## src/rtl/irq_pkg.sv

```systemverilog
// Shared types and constants for the interrupt controller.
package irq_pkg;

  localparam int IRQ_N_DEFAULT = 16;

  typedef enum logic {
    IDLE   = 1'b0,
    ACTIVE = 1'b1
  } irq_state_t;

endpackage

```

## src/rtl/irq_prio_enc.sv

```systemverilog
// Combinational priority encoder: reports the lowest set bit index and a valid flag.
module irq_prio_enc
  import irq_pkg::*;
#(
  parameter int N_IRQ   = IRQ_N_DEFAULT,
  parameter int CAUSE_W = $clog2(N_IRQ)
) (
  input  logic [N_IRQ-1:0]   vec_i,
  output logic [CAUSE_W-1:0] idx_o,
  output logic               valid_o
);

  // Scan high to low so the lowest set index is the last one written.
  always_comb begin
    idx_o   = '0;
    valid_o = 1'b0;
    for (int i = N_IRQ - 1; i >= 0; i--) begin
      if (vec_i[i]) begin
        idx_o   = CAUSE_W'(i);
        valid_o = 1'b1;
      end
    end
  end

endmodule

```

## src/rtl/irq_controller.sv

```systemverilog
// Interrupt controller: pending/mask registers, lowest-index selection, single-request handshake.
// Optional IRQ_CTRL_EDGE_EN: rising-edge source detection instead of level sensing.
module irq_controller
  import irq_pkg::*;
#(
  parameter int N_IRQ   = IRQ_N_DEFAULT,
  parameter int CAUSE_W = $clog2(N_IRQ)
) (
  input  logic               clk_i,
  input  logic               rst_i,
  input  logic [N_IRQ-1:0]   irq_src_i,
  input  logic               mask_we_i,
  input  logic [N_IRQ-1:0]   mask_wd_i,
  output logic [N_IRQ-1:0]   mask_o,
  output logic [N_IRQ-1:0]   pending_o,
  output logic               irq_req_o,
  output logic [CAUSE_W-1:0] irq_cause_o,
  input  logic               irq_ret_i
);

  logic [N_IRQ-1:0]   r_pending;
  logic [N_IRQ-1:0]   r_mask;
  logic               r_req;
  logic [CAUSE_W-1:0] r_cause;
  irq_state_t         r_state;

  logic [N_IRQ-1:0]   w_event;
  logic [N_IRQ-1:0]   w_clr;
  logic [N_IRQ-1:0]   w_sel;
  logic [CAUSE_W-1:0] w_idx;
  logic               w_valid;

`ifdef IRQ_CTRL_EDGE_EN
  logic [N_IRQ-1:0] r_src_q;

  always_ff @(posedge clk_i) begin
    if (rst_i) r_src_q <= '0;
    else       r_src_q <= irq_src_i;
  end

  assign w_event = irq_src_i & ~r_src_q;
`else
  assign w_event = irq_src_i;
`endif

  // Selection sees the registered pending/mask, giving the two-cycle event-to-request latency.
  assign w_sel = r_pending & r_mask;

  irq_prio_enc #(
    .N_IRQ   (N_IRQ),
    .CAUSE_W (CAUSE_W)
  ) u_prio_enc (
    .vec_i   (w_sel),
    .idx_o   (w_idx),
    .valid_o (w_valid)
  );

  always_comb begin
    w_clr = '0;
    if (r_state == ACTIVE && irq_ret_i) w_clr[r_cause] = 1'b1;
  end

  always_ff @(posedge clk_i) begin
    if (rst_i) begin
      r_pending <= '0;
      r_mask    <= '0;
      r_req     <= 1'b0;
      r_cause   <= '0;
      r_state   <= IDLE;
    end else begin
      // New events OR in after the clear so a same-cycle retrigger is never lost.
      r_pending <= (r_pending & ~w_clr) | w_event;
      if (mask_we_i) r_mask <= mask_wd_i;
      case (r_state)
        IDLE: begin
          if (w_valid) begin
            r_cause <= w_idx;
            r_req   <= 1'b1;
            r_state <= ACTIVE;
          end
        end
        ACTIVE: begin
          if (irq_ret_i) begin
            r_req   <= 1'b0;
            r_state <= IDLE;
          end
        end
        default: r_state <= IDLE;
      endcase
    end
  end

  assign mask_o      = r_mask;
  assign pending_o   = r_pending;
  assign irq_req_o   = r_req;
  assign irq_cause_o = r_cause;

endmodule

```

## config.mk

```make
export PLATFORM = sky130hd
export DESIGN_NAME = irq_controller
export DESIGN_NICKNAME = d
export VERILOG_FILES = /design/src/rtl/irq_pkg.sv /design/src/rtl/irq_prio_enc.sv /design/src/rtl/irq_controller.sv
export SDC_FILE = /design/constraint.sdc
export NUM_CORES = 1
export LEC_CHECK = 0
export ABC_AREA = 1
export BUFFER_PORTS_ARGS = -buffer_cell sky130_fd_sc_hd__buf_2
export CAP_MARGIN = 5
export CORE_MARGIN = 1
export CORE_UTILIZATION = 49
export DETAILED_ROUTE_END_ITERATION = 6
export PLACE_DENSITY = 0.93
export SLEW_MARGIN = 20
export SYNTH_ARGS = -nofsm -noshare
export SYNTH_HDL_FRONTEND = slang
export SYNTH_SLANG_ARGS = --single-unit
```

## constraint.sdc

```tcl
create_clock -name clk_i -period 3.2 [get_ports clk_i]
set_input_delay 0.16 -clock clk_i [delete_from_list [all_inputs] [get_ports clk_i]]
set_output_delay 0.16 -clock clk_i [all_outputs]
set_load 0.05 [all_outputs]
```

==> impl_metrics.yaml, run 1 <==
critical_path:
  cp.required_ns: 3.48
  crit_path_start: "mask_o[15]$_SDFFE_PP0P_"
  endpoint_kind: "flop"
  crit-reg2reg-launch: "mask_o[15]$_SDFFE_PP0P_"
  crit_arrival_ns: 1.73
  critPathKind: "flop to flop"
  crit_path_start_kind: "flop"
  crit_fanout: 3
sta:
  setup_tns_ns: 0
  hold_violations: 0
  worstMarginPinSlew_ns: 0.511
  fin_crit_ns: 1.45
  setup_violations: 0
  fin_worst_skew_ns: 0.0103
  slew_violations: 0
  clock.fmax_mhz: 691
  period_share: 0.452
  rsz0062_at_grt: "no"
  slew_headroom: 0.659
floorplanning:
  ioPinCount: 73
  start_util: 0.524
  die-area_mm2: 0.00353
  coreArea_mm2: 0.00308
  die_w_um: 59.4
  die_h_um: 59.4
  placement_rows: 20
synth:
  yosys.area.top_type: "dfxtp_1"
  ys_async_sr_fraction: 0
  ys_warn_count: 0
  syn_area_per_cell_um2: 6.90
  ys_ff_latch: 38
  synth.distinct_cells: 17
  synthCells: 234
  post-synth-top-count-cell: "nand2_1"
  ys_top_cells_by_count: "48 x nand2_1, 42 x nor2_1, 38 x dfxtp_1"
  syn_nets: 270
  synth_edf_count: 0
  synth_area_mm2: 0.00161
  synthTopCellsByArea: "dfxtp_1 47%, nand2_1 11%, o21ai_0 11%, nor2_1 9.8%, inv_1 7.0%"
  yosysSeqAreaShare: 0.471
  netlist.area_leader.share: 0.471
  synth_ff_type: "dfxtp_1"
global_route:
  gr-total-overflow: 0
  antenna_found_initial: 0
  grt_max_degree: 21
  first_global_vias: 1487
  track_usage: 0.253
  grt_pass1_wl_um: 6450
clocking:
  post_cts_buffers: 0
  cts.sinks: 38
  hold_buffers: 0
  cts_root_buf: "clkbuf_4"
  cts_tree: "built"
  clk_pin_slew_ns: 0.11
  cts_buffers: 5
  cts_resized: 0
  htree_num_levels: 2
  clock_latency_ns: 0.35
  clockBufferDepth: 2
final_layout:
  instances_no_fill: 352
  layout.nets: 343
  area_delta_synth_final_pct: 28.1
  fillers: 297
  antennaDiodeCount: 0
  drive_gt1_frac: 0.279
placement:
  port-buffer-count: 72
  placed_cells: 344
  dpl.hpwl_um: 3110
  gpl.final_weighted_congestion: 0.859
detailed_routing:
  drtPass1Iterations: 4
  drt_wl_total_um: 4040
  wl_per_cell_um: 11.5
  avgViaCountPerCell: 4.85
  drc: 0
  routed-via-count: 1706
  antenna_left: 0
  drt_iter0_markers: 67
power:
  p_per_area_mw_per_mm2: 554
  ir_drop_v: 0.000272
  p_leak_uw: 0.00116
outcome:
  status: "finished clean"
min_path:
  hp-class: "primary input to flop"
  min_from: "mask_wd_i[7]"
flow_run:
  cap_violations: 0
## layout make-up
cell class | count | area, µm² | share of cell area
Sequential cell | 38 | 761 | 0.368
Inverter | 30 | 113 | 0.0545
Tap cell | 44 | 55.1 | 0.0266
Clock buffer | 7 | 55.1 | 0.0266
Multi-Input combinational cell | 160 | 718 | 0.347
Timing Repair Buffer | 72 | 360 | 0.174
Clock inverter | 1 | 5.00 | 0.00242
## critical path, stage by stage (launching register included)
cell and delay (ns):
dfxtp_1 0.36, nand2_1 0.08, inv_1 0.05, nand2_1 0.04, nand2_1 0.05, nand2_1 0.05, nand2_1 0.05, nand2_1 0.05
nand2_1 0.05, nand2_1 0.06, nand2_1 0.06, nand2_1 0.05, nand2_1 0.05, nand2_1 0.06, nand2_1 0.06, nand2_1 0.04
nand2_1 0.05, nand2_1 0.06, a21oi_2 0.10
## worst paths after layout
check,slack (ns),depth (start not counted),endpoint
worst max register to register,1.75,18,irq_cause_o[0]$_SDFFE_PP0P_
worst min register to register,0.50,2,pending_o[1]$_SDFF_PP0_
worst min-delay path,0.02,3,mask_o[7]$_SDFFE_PP0P_
worst max-delay path,1.75,18,irq_cause_o[0]$_SDFFE_PP0P_
## per-layer routing
layer,vias up,part of all wire,wire length [µm],global-route usage
met5,-,0,0,0
met4,0,0.015,60,0.146
met3,5,0.056,226,0.0546
met2,54,0.50,2000,0.401
met1,759,0.43,1750,0.316
li1,888,-,-,-
## registers in the layout, indices dropped and copies added, names as in the netlist
name         count
mask_o          16
pending_o       16
irq_cause_o      4
irq_req_o        1
r_state          1
## report_power, final
part	internal, µW	switching [µW]	total, µW
logic	85.8	250	335
registers	514	37.3	552
clock network	106	152	259
total	707	439	1150
## cells in the final DEF, fill, tap and decap left out
| cell | count |
|---|---|
| a21oi_2 | 1 |
| o21ai_0 | 34 |
| nand3_1 | 3 |
| inv_1 | 30 |
| nand2_2 | 4 |
| o21bai_1 | 1 |
| nor3_1 | 2 |
| a21oi_1 | 20 |
| dfxtp_1 | 38 |
| o211ai_1 | 1 |
| a31oi_1 | 1 |
| o31ai_1 | 1 |
| buf_2 | 72 |
| nor2_1 | 42 |
| clkinv_2 | 1 |
| nand2_4 | 2 |
| clkbuf_4 | 5 |
| nand2_1 | 48 |
| clkbuf_1 | 1 |
| clkbuf_8 | 1 |
## per-stage QoR
stage	hold slack (ns)	cell area (µm²)	setup WS [ns]	util	total power (µW)
CTS	0.0218	2070	1.75	0.672	1150
finish	0.0221	2070	1.75	0.672	1150
global route	0.0135	2070	1.59	0.672	1210
global placement	0.380	2010	1.84	0.652	891
floorplan	0.294	1610	1.56	-	804
detailed placement	0.388	2010	1.79	0.652	897
## cell families (layout without fill, tap and decap cells)
group	Yosys count	in the layout	share of synthesized area
AO/OA/AOI/OAI	59	59	0.191
buffers and inverters	36	110	0.0837
flip-flops	38	38	0.471
AND/OR/NAND/NOR	101	101	0.254
(Power assumes the default switching activity.)
==> inputs of run 2 (changes only) <==
--- a/config.mk
+++ b/config.mk
@@ -9,9 +9,9 @@
 export BUFFER_PORTS_ARGS = -buffer_cell sky130_fd_sc_hd__buf_2
 export CAP_MARGIN = 5
 export CORE_MARGIN = 1
-export CORE_UTILIZATION = 49
+export CORE_UTILIZATION = 41
 export DETAILED_ROUTE_END_ITERATION = 6
-export PLACE_DENSITY = 0.93
+export PLACE_DENSITY = 0.84
 export SLEW_MARGIN = 20
 export SYNTH_ARGS = -nofsm -noshare
 export SYNTH_HDL_FRONTEND = slang
==> constraint.sdc (replaced) <==
create_clock -name clk_i -period 1.25 [get_ports clk_i]
set_input_delay 0.0625 -clock clk_i [delete_from_list [all_inputs] [get_ports clk_i]]
set_output_delay 0.0625 -clock clk_i [all_outputs]
set_load 0.05 [all_outputs]
==> run 2 against run 1 <==
Clock-buffer cell count down 1. The flow now finishes with violations (negative hold slack, negative setup slack). Largest cell class is now buffers. Sequential power rose to 2.6 times the previous value. Critical endpoint unchanged. Clock power grew to 3.2 times the previous value. Fmax up 7.2%. Setup slack worse by 1.9 ns. Total power grew to 2.9 times the previous value.
==> impl_metrics.yaml, run 2 (same netlist as run 1, synthesis figures left out) <==
critical_path:
  rr_endpoint: "irq_cause_o[0]$_SDFFE_PP0P_"
  crit-reg2reg-launch: "pending_o[15]$_SDFF_PP0_"
  crit_path_start_kind: "flop"
  critPathKind: "flop to flop"
  endpoint_kind: "flop"
  cpMostUsedCell: "nand2_1"
  crit_arrival_ns: 1.53
  crit_fanout: 2
  rr_worst_depth: 18
  r2r_setup_slack_ns: -0.1
  critical_path.slowest_cell: "dfxtp_4"
  slowest_delay_ns: 0.35
  cp.required_ns: 1.44
  crit_chain: "nand2_2, inv_1, nand2_1, nand2_1, nand2_1, nand2_1, nand2_1, nand2_1, nand2_1, nand2_1, nand2_1, nand2_1, nand2_1, nand2_1, nand2_1, nand2_1, nand2_1, a21oi_2"
power:
  p_per_area_mw_per_mm2: 1210
  p_leak_uw: 0.00148
  ir_drop_v: 0.000798
  finalPower_uw: 3370
global_route:
  antenna_found_initial: 0
  grt_max_degree: 21
  first_global_vias: 1886
  track_usage: 0.261
  gr-total-overflow: 0
  grt_pass1_wl_um: 8250
detailed_routing:
  wl_per_cell_um: 12.8
  drtPass1Iterations: 4
  avgViaCountPerCell: 4.91
  antenna_left: 0
  drc: 0
  routed-via-count: 2036
  drt_wl_total_um: 5300
  drt_iter0_markers: 141
placement:
  port-buffer-count: 72
  dpl.hpwl_um: 3510
  gpl.final_weighted_congestion: 0.974
  placed_cells: 381
floorplanning:
  die-area_mm2: 0.00419
  ioPinCount: 73
  die_h_um: 64.7
  coreArea_mm2: 0.00372
  die_w_um: 64.7
  placement_rows: 22
  start_util: 0.434
clocking:
  cts_root_buf: "clkbuf_8"
  clockBufferDepth: 2
  htree_num_levels: 2
  cts.sinks: 38
  cts_tree: "built"
  cts_buffers: 5
  clock_latency_ns: 0.29
  clk_pin_slew_ns: 0.07
final_layout:
  final_common_cell: "buf_2"
  layout.nets: 402
  drive_gt1_frac: 0.485
  area_delta_synth_final_pct: 72.9
  fillers: 296
  final_cell_mix: "72 x buf_2, 38 x nor2_1, 35 x buf_4"
  instances_no_fill: 415
  antennaDiodeCount: 0
sta:
  clock.fmax_mhz: 741
  setup_violations: 4
  fin_worst_skew_ns: 0.00405
  hold_ws_ns: -0.00433
  fin_crit_ns: 1.35
  hold_violations: 1
  slew_violations: 0
  fin_ws_ns: -0.0995
  rsz0062_at_grt: "yes"
  slew_headroom: 0.824
  period_share: 1.08
  worstMarginPinSlew_ns: 0.266
min_path:
  worstHoldEndpoint: "pending_o[12]$_SDFF_PP0_"
  hp-class: "primary input to flop"
  holdPathStages: 3
  min_from: "irq_src_i[12]"
flow_run:
  cap_violations: 0
outcome:
  violations: "negative hold slack, negative setup slack"
  status: "finished with violations"
-- run 2: changes by cell type in the layout (fill, tap and decap cells not counted), moves of 13 or more --
cell	delta
dlygate4sd3_1	+24
dfxtp_4	+24
buf_4	+35
nand2_1	-16
dfxtp_1	-33
nand2_2	+13
-- run 2: cell type report --
type / count / area, µm² / area share
Clock buffer: 6 / 72.6 / 0.0260
Sequential cell: 38 / 862 / 0.309
Inverter: 30 / 113 / 0.0403
Tap cell: 48 / 60.1 / 0.0215
Multi-Input combinational cell: 160 / 812 / 0.291
Timing Repair Buffer: 131 / 863 / 0.309
Clock inverter: 2 / 8.76 / 0.00314
-- run 2: what timing repair did --
item                                    in CTS  in global routing
endpoints found under the setup margin       4                 18
buffers inserted                             0                  2
gates resized for setup                      6                 26
hold buffers                                24                  0
hold endpoints to repair                    24                  0
pin swaps                                    0                  8
-- run 2: per-layer routing --
| layer | wire, µm | track usage | up-vias | part of all wire |
|---|---|---|---|---|
| li1 | - | - | 1006 | - |
| met5 | 0 | 0 | - | 0 |
| met3 | 308 | 0.0458 | 13 | 0.058 |
| met1 | 2260 | 0.303 | 928 | 0.43 |
| met4 | 129 | 0.125 | 0 | 0.024 |
| met2 | 2600 | 0.458 | 89 | 0.49 |
-- run 2: worst max-delay path by stage --
stage / start / to / slack, ns / cells after the start
floorplan: pending_o[15]$_SDFF_PP0_ / irq_cause_o[0]$_SDFFE_PP0P_ / -0.09 / 18
global placement: pending_o[15]$_SDFF_PP0_ / irq_cause_o[0]$_SDFFE_PP0P_ / -0.02 / 18
detailed placement: pending_o[11]$_SDFF_PP0_ / irq_cause_o[0]$_SDFFE_PP0P_ / -0.07 / 10
CTS: pending_o[15]$_SDFF_PP0_ / irq_cause_o[0]$_SDFFE_PP0P_ / -0.07 / 18
global route: pending_o[15]$_SDFF_PP0_ / irq_cause_o[0]$_SDFFE_PP0P_ / -0.24 / 18
finish: pending_o[15]$_SDFF_PP0_ / irq_cause_o[0]$_SDFFE_PP0P_ / -0.1 / 18
-- run 2: power breakdown --
group          switching [µW]  leakage, µW  internal [µW]
Clock                     435    0.0000426            384
Sequential                100     0.000332           1310
Combinational             750      0.00110            394
-- run 2: worst max-delay path: cells and delay by family (launching register included) --
family,cells,cell delay [ns]
DFF,1,0.35
AOI/OAI and AO/OA,1,0.05
and+or+nand+nor,16,0.80
buffers and inverters,1,0.04
-- run 2: through the flow --
stage | setup slack [ns] | util | area [µm²] | TNS, ns
floorplan | -0.0898 | - | 1720 | -0.221
global route | -0.238 | 0.751 | 2790 | -0.710
detailed placement | -0.0682 | 0.636 | 2360 | -0.194
global placement | -0.0199 | 0.636 | 2360 | -0.0199
finish | -0.0995 | 0.751 | 2790 | -0.233
CTS | -0.0738 | 0.726 | 2700 | -0.0738
